**src/rtl/write_bram_pkg.sv**
```systemverilog
// rtl/write_bram_pkg.sv - shared state encoding and FIFO sizing for write_bram
package write_bram_pkg;

    typedef enum logic {
        FSM_IDLE  = 1'b0,
        FSM_WRITE = 1'b1
    } fsm_e;

    localparam int FIFO_NUM_SLOTS     = 2;
    localparam int FIFO_LOG_NUM_SLOTS = 1;

endpackage

```
**src/rtl/write_bram_fifo.sv**
```systemverilog
// rtl/write_bram_fifo.sv - small power-of-two slot FIFO with full/almost_full/empty flags
module write_bram_fifo #(
    parameter int DATA_WIDTH    = 8,
    parameter int NUM_SLOTS     = 2,
    parameter int LOG_NUM_SLOTS = 1
) (
    input  logic                  clk,
    input  logic                  resetn,
    input  logic                  push,
    input  logic [DATA_WIDTH-1:0] push_data,
    input  logic                  pop,
    output logic [DATA_WIDTH-1:0] head_data,
    output logic                  full,
    output logic                  almost_full,
    output logic                  empty
);

    localparam logic [LOG_NUM_SLOTS:0] FULL_COUNT   = (LOG_NUM_SLOTS+1)'(NUM_SLOTS);
    localparam logic [LOG_NUM_SLOTS:0] ALMOST_COUNT = (LOG_NUM_SLOTS+1)'(NUM_SLOTS - 1);

    logic [DATA_WIDTH-1:0]    mem_q [NUM_SLOTS];
    logic [DATA_WIDTH-1:0]    mem_d [NUM_SLOTS];
    logic [LOG_NUM_SLOTS-1:0] wr_ptr_q, wr_ptr_d;
    logic [LOG_NUM_SLOTS-1:0] rd_ptr_q, rd_ptr_d;
    logic [LOG_NUM_SLOTS:0]   count_q, count_d;
    logic                     do_push;
    logic                     do_pop;

    assign full        = (count_q == FULL_COUNT);
    assign almost_full = (count_q >= ALMOST_COUNT);
    assign empty       = (count_q == '0);
    assign head_data   = mem_q[rd_ptr_q];
    assign do_push     = push & ~full;
    assign do_pop      = pop & ~empty;

    // Next-state for storage, pointers and occupancy; simultaneous push/pop keeps count
    always_comb begin
        mem_d    = mem_q;
        wr_ptr_d = wr_ptr_q;
        rd_ptr_d = rd_ptr_q;
        count_d  = count_q;
        if (do_push) begin
            mem_d[wr_ptr_q] = push_data;
            wr_ptr_d        = wr_ptr_q + LOG_NUM_SLOTS'(1);
        end
        if (do_pop) begin
            rd_ptr_d = rd_ptr_q + LOG_NUM_SLOTS'(1);
        end
        case ({do_push, do_pop})
            2'b10:   count_d = count_q + (LOG_NUM_SLOTS+1)'(1);
            2'b01:   count_d = count_q - (LOG_NUM_SLOTS+1)'(1);
            default: count_d = count_q;
        endcase
    end

    // Pointer and occupancy registers, cleared by the active-low reset
    always_ff @(posedge clk) begin
        if (!resetn) begin
            wr_ptr_q <= '0;
            rd_ptr_q <= '0;
            count_q  <= '0;
        end else begin
            wr_ptr_q <= wr_ptr_d;
            rd_ptr_q <= rd_ptr_d;
            count_q  <= count_d;
        end
    end

    // Data storage; contents are meaningless while count is zero so no reset
    always_ff @(posedge clk) begin
        mem_q <= mem_d;
    end

endmodule

```
**src/rtl/write_bram.sv**
```systemverilog
// rtl/write_bram.sv - buffers an upstream stream and issues iterated block RAM writes
module write_bram
    import write_bram_pkg::*;
#(
    parameter int    DATA_WIDTH              = 8,
    parameter int    LOG_MAX_ITERS           = 16,
    parameter int    LOG_MAX_WRITES_PER_ITER = 16,
    parameter int    LOG_MAX_ADDRESS         = 16,
    parameter string TYPE                    = "unspecified"
) (
    input  logic                               clk,
    input  logic                               rst,
    input  logic                               configure,
    input  logic [LOG_MAX_ITERS-1:0]           num_iters,
    input  logic [LOG_MAX_WRITES_PER_ITER-1:0] num_writes_per_iter,
    input  logic [LOG_MAX_ADDRESS-1:0]         base_address,
    input  logic                               valid_in,
    input  logic [DATA_WIDTH-1:0]              data_in,
    output logic                               avail_out,
    output logic [LOG_MAX_ADDRESS-1:0]         address_out,
    output logic                               write_out,
    output logic [DATA_WIDTH-1:0]              data_out,
    output logic                               busy,
    output logic                               done
);

    // TYPE only tags the instance in the hierarchy; it has no functional effect
    if (TYPE == "") begin : g_untagged_instance
    end

    fsm_e                               state_q, state_d;
    logic [LOG_MAX_ITERS-1:0]           iters_q, iters_d;
    logic [LOG_MAX_WRITES_PER_ITER-1:0] wpi_q, wpi_d;
    logic [LOG_MAX_WRITES_PER_ITER-1:0] wpi_copy_q, wpi_copy_d;
    logic [LOG_MAX_ADDRESS-1:0]         addr_q, addr_d;
    logic [LOG_MAX_ADDRESS-1:0]         addr_copy_q, addr_copy_d;
    logic [LOG_MAX_ADDRESS-1:0]         address_out_q, address_out_d;
    logic                               write_out_q, write_out_d;
    logic [DATA_WIDTH-1:0]              data_out_q, data_out_d;
    logic                               done_q, done_d;

    logic                  enabled;
    logic                  accept;
    logic                  issue_w;
    logic                  fifo_resetn;
    logic [DATA_WIDTH-1:0] fifo_head;
    logic                  fifo_full;
    logic                  fifo_almost_full;
    logic                  fifo_empty;

    assign enabled     = (state_q == FSM_WRITE);
    assign accept      = valid_in & ~fifo_full & enabled & ~configure;
    assign issue_w     = enabled & ~fifo_empty & ~configure;
    assign fifo_resetn = ~(rst | configure);

    // Only offer space when both slots are free so a valid issued on a stale avail still fits
    assign avail_out   = enabled & ~fifo_full & ~fifo_almost_full;
    assign busy        = enabled;
    assign address_out = address_out_q;
    assign write_out   = write_out_q;
    assign data_out    = data_out_q;
    assign done        = done_q;

    write_bram_fifo #(
        .DATA_WIDTH    (DATA_WIDTH),
        .NUM_SLOTS     (FIFO_NUM_SLOTS),
        .LOG_NUM_SLOTS (FIFO_LOG_NUM_SLOTS)
    ) fifo_in (
        .clk         (clk),
        .resetn      (fifo_resetn),
        .push        (accept),
        .push_data   (data_in),
        .pop         (issue_w),
        .head_data   (fifo_head),
        .full        (fifo_full),
        .almost_full (fifo_almost_full),
        .empty       (fifo_empty)
    );

    // Configure loads the counters; each issued word advances address/iteration counters
    always_comb begin
        state_d       = state_q;
        iters_d       = iters_q;
        wpi_d         = wpi_q;
        wpi_copy_d    = wpi_copy_q;
        addr_d        = addr_q;
        addr_copy_d   = addr_copy_q;
        address_out_d = address_out_q;
        data_out_d    = data_out_q;
        write_out_d   = 1'b0;
        done_d        = 1'b0;
        if (configure) begin
            iters_d     = num_iters;
            wpi_d       = num_writes_per_iter;
            wpi_copy_d  = num_writes_per_iter;
            addr_d      = base_address;
            addr_copy_d = base_address;
            if ((num_iters == '0) || (num_writes_per_iter == '0)) begin
                state_d = FSM_IDLE;
                done_d  = 1'b1;
            end else begin
                state_d = FSM_WRITE;
            end
        end else if (issue_w) begin
            write_out_d   = 1'b1;
            address_out_d = addr_q;
            data_out_d    = fifo_head;
            if (wpi_q != LOG_MAX_WRITES_PER_ITER'(1)) begin
                wpi_d  = wpi_q - LOG_MAX_WRITES_PER_ITER'(1);
                addr_d = addr_q + LOG_MAX_ADDRESS'(1);
            end else if (iters_q != LOG_MAX_ITERS'(1)) begin
                iters_d = iters_q - LOG_MAX_ITERS'(1);
                wpi_d   = wpi_copy_q;
                addr_d  = addr_copy_q;
            end else begin
                state_d = FSM_IDLE;
                done_d  = 1'b1;
            end
        end
    end

    // State, counter and output registers with synchronous active-high reset
    always_ff @(posedge clk) begin
        if (rst) begin
            state_q       <= FSM_IDLE;
            iters_q       <= '0;
            wpi_q         <= '0;
            wpi_copy_q    <= '0;
            addr_q        <= '0;
            addr_copy_q   <= '0;
            address_out_q <= '0;
            write_out_q   <= 1'b0;
            data_out_q    <= '0;
            done_q        <= 1'b0;
        end else begin
            state_q       <= state_d;
            iters_q       <= iters_d;
            wpi_q         <= wpi_d;
            wpi_copy_q    <= wpi_copy_d;
            addr_q        <= addr_d;
            addr_copy_q   <= addr_copy_d;
            address_out_q <= address_out_d;
            write_out_q   <= write_out_d;
            data_out_q    <= data_out_d;
            done_q        <= done_d;
        end
    end

endmodule
```
**config.mk**
```make
export PLATFORM = sky130hd
export DESIGN_NAME = write_bram
export DESIGN_NICKNAME = d
export VERILOG_FILES = /design/src/rtl/write_bram_pkg.sv /design/src/rtl/write_bram_fifo.sv /design/src/rtl/write_bram.sv
export SDC_FILE = /design/constraint.sdc
export NUM_CORES = 1
export LEC_CHECK = 0
export BUFFER_PORTS_ARGS = -buffer_cell sky130_fd_sc_hd__buf_2
export CORE_ASPECT_RATIO = 1.1
export CORE_UTILIZATION = 50
export CTS_BUF_LIST = sky130_fd_sc_hd__clkbuf_8 sky130_fd_sc_hd__clkbuf_16
export DETAILED_ROUTE_END_ITERATION = 10
export PLACE_DENSITY = 0.71
export SYNTH_ARGS = -nofsm -noshare
export SYNTH_HDL_FRONTEND = slang
export SYNTH_HIERARCHICAL = 1
export SYNTH_SLANG_ARGS = --single-unit
export TNS_END_PERCENT = 20
```
**constraint.sdc**
```tcl
create_clock -name clk -period 3.4 [get_ports clk]
set_clock_uncertainty 0.05 [all_clocks]
set_input_delay 0.51 -clock clk [delete_from_list [all_inputs] [get_ports clk]]
set_output_delay 0.51 -clock clk [all_outputs]
set_load 0.02 [all_outputs]
```
==> impl_metrics.yaml <==
timing:
  slew_headroom_pct: 33.9
  setup_tns_ps: 0
  finalCritPeriodShare_pct: 79.9
  worst_pin_slew_ps: 983
  setup_viol: 0
  fmax_ghz: 0.368
  worst_slack_ps: 683
  drv_slew: 0
  rsz0062_at_grt: "no"
  hold_viol: 0
  finalCriticalPeriod_ps: 2720
cells_and_area:
  instances_no_fill: 940
  n_antenna_cell: 0
  drive_gt1_share_pct: 20.1
  final_cell_mix: "dfxtp_1 (111), nand2_1 (99), buf_2 (87)"
  mostFrequentLayoutCell: "dfxtp_1"
  postLayoutCoreUtil_pct: 60.8
  syn_to_final_growth_pct: 18.8
  fin_nets: 842
route:
  initialDrtViolationCount: 432
  dr_total_vias: 5610
  post_drt_wl_per_cell_um: 18.1
  drt_first_pass_iters: 5
  wl_um: 17000
  vias_per_cell: 5.97
  drt.antenna.violating_nets: 0
  remaining_drc_errors: 0
grt:
  globalRouteOverflowTotal: 0
  grt_max_degree: 53
  first_global_vias: 5452
  track_usage_pct: 28.0
  grt_pass1_wl_um: 27300
  antenna_found_initial: 0
clock_tree:
  cts_buffers: 17
  ctsHtreeMaxLevel: 4
  cts_max_path_buffers: 2
  cts.sinks: 127
  cts_resized: 0
  cts_root_buf: "clkbuf_16"
  clock_latency_ps: 430
  clkTransAtPathRegs_ps: 60
  cts_setup_buffers: 0
  hold_buffers: 0
  cts_tree: "built"
critical_path:
  arrival_ps: 3020
  cp-end-kind: "flop"
  path_class: "reg -> reg"
  cp-start-kind: "flop"
  worstPathCellList: "ha_1 > nor4b_1 > and4_1 > a21oi_2 > nor3_1 > buf_4 > a22oi_1 > o21ai_0"
  cp_slowest_stage_delay_ps: 480
  critPathMaxFanout: 8
  critPathSlowestCell: "nor3_1"
  cp.required_ps: 3700
synthesis:
  avgSynthCellArea_um2: 8.86
  yosys_warnings: 6
  synth_cell_types: 71
  ys_ff_latch: 127
  synth.cell_area_mm2: 0.00613
  ys_top_cells_by_area: "dfxtp_1 (36%), edfxtp_1 (7.8%), nand2_1 (6.1%)"
  synth_fp_nets: 761
  yosysSeqAreaShare_pct: 44.1
  synth-edff-count: 16
  async_flop_share_pct: 0
  synth_cells: 692
  yosys.area.top_type: "dfxtp_1"
  ys.flop_type: "dfxtp_1"
  yosysTopAreaCellShare_pct: 36.3
run_status:
  status: "finished, final reports clean"
pwr:
  power.leakage_nw: 2.98
  irDropWorstVdd_mv: 0.330
  power_w: 0.00384
  power.density_mw_per_mm2: 527
floorplanning:
  ios: 88
  die_h_um: 118
  fp.coreArea_mm2: 0.0120
  start_util_pct: 51.2
  fp.dieW_um: 108
  std_cell_rows: 42
  die_area_mm2: 0.0127
job:
  maxCapViolCount: 0
placement:
  place.gp.congestion: 0.901
  dp_slack_ps: 734
  portBuffers: 87
  place_inst: 908
  dpl.hpwl_um: 11600
hold_path:
  worstHoldPathType: "in -> reg"
## power by group
group | switching (W) | internal (W)
sequential | 0.0000681 | 0.00158
clock | 0.000711 | 0.00108
combinational | 0.000226 | 0.000165
## critical path: cells and delay by family, from the launching register on
| family | cells | cell delay, ps |
|---|---|---|
| buffers and inverters | 1 | 290 |
| adders and majority gates | 1 | 180 |
| DFF | 1 | 410 |
| and+or+nand+nor | 3 | 1280 |
| AOI/OAI and AO/OA | 3 | 420 |
## through the flow
stage | hold slack (ps) | area [um2]
4_1_cts | 207 | 7280
2_1_floorplan | 365 | 6130
5_1_grt | 210 | 7280
6_report | 219 | 7280
3_3_place_gp | 373 | 6700
3_5_place_dp | 389 | 6700
## final timing paths
check                                    start               end  slack, ps  cells past startpoint
worst max register to register      iters_q[0]         addr_q[1]        680                      8
worst min register to register  addr_copy_q[8]         addr_q[8]        400                      2
worst min-delay path                data_in[0]  fifo_in/mem_q[8]        220                      1
worst max-delay path                iters_q[0]         addr_q[1]        680                      8
## per-layer routing
metal  track usage (%)  vias up  part of all wire [%]
li1                  -     2667                     -
met1              36.5     2660                    42
met2              43.8      237                    48
met3              6.48       46                   7.2
met4              12.7        0                   3.2
met5                 0        -                     0
## cell families (layout without fill, tap and decap cells)
logic type                 count (synthesis)  count (layout)  synth area share, %
DFF                                      127             127                 44.1
and+or+nand+nor                          288             288                 23.3
muxes                                     39              39                 6.53
adders and majority gates                  9               9                 1.84
AOI/OAI and AO/OA                        142             142                 16.0
xor gates and xnor gates                  31              31                 4.43
buffers and inverters                     56             150                 3.84
## synth_stat cells (all sizes together) (6+ instances only)
cell,count
a22oi,6
nor4,22
a211oi,13
dfxtp,111
nand4,9
buf,14
a221o,8
a21oi,53
nor3,27
mux2i,31
xnor2,15
mux2,8
edfxtp,16
nand3,15
o21ai,18
nor2b,7
clkbuf,27
nand2,99
inv,13
nor2,79
xor2,16
ha,9
## sequential cells by signal, indices dropped and copies added, names as in the netlist, 2 cells and up
signal           count
addr_copy_q         16
addr_q              16
address_out         16
data_out             8
fifo_in/count_q      2
fifo_in/mem_q       16
iters_q             16
wpi_copy_q          16
wpi_q               16
## cell type report
cell class | instances | area, um2
multi-input combinational | 509 | 3190
tap | 154 | 193
sequential | 127 | 2700
timing repair buffer | 103 | 556
clock buffer | 17 | 425
clock inverter | 15 | 159
fill | 1040 | 4700
inverter | 15 | 56.3
Note: power is estimated with default switching activity, not from simulation.
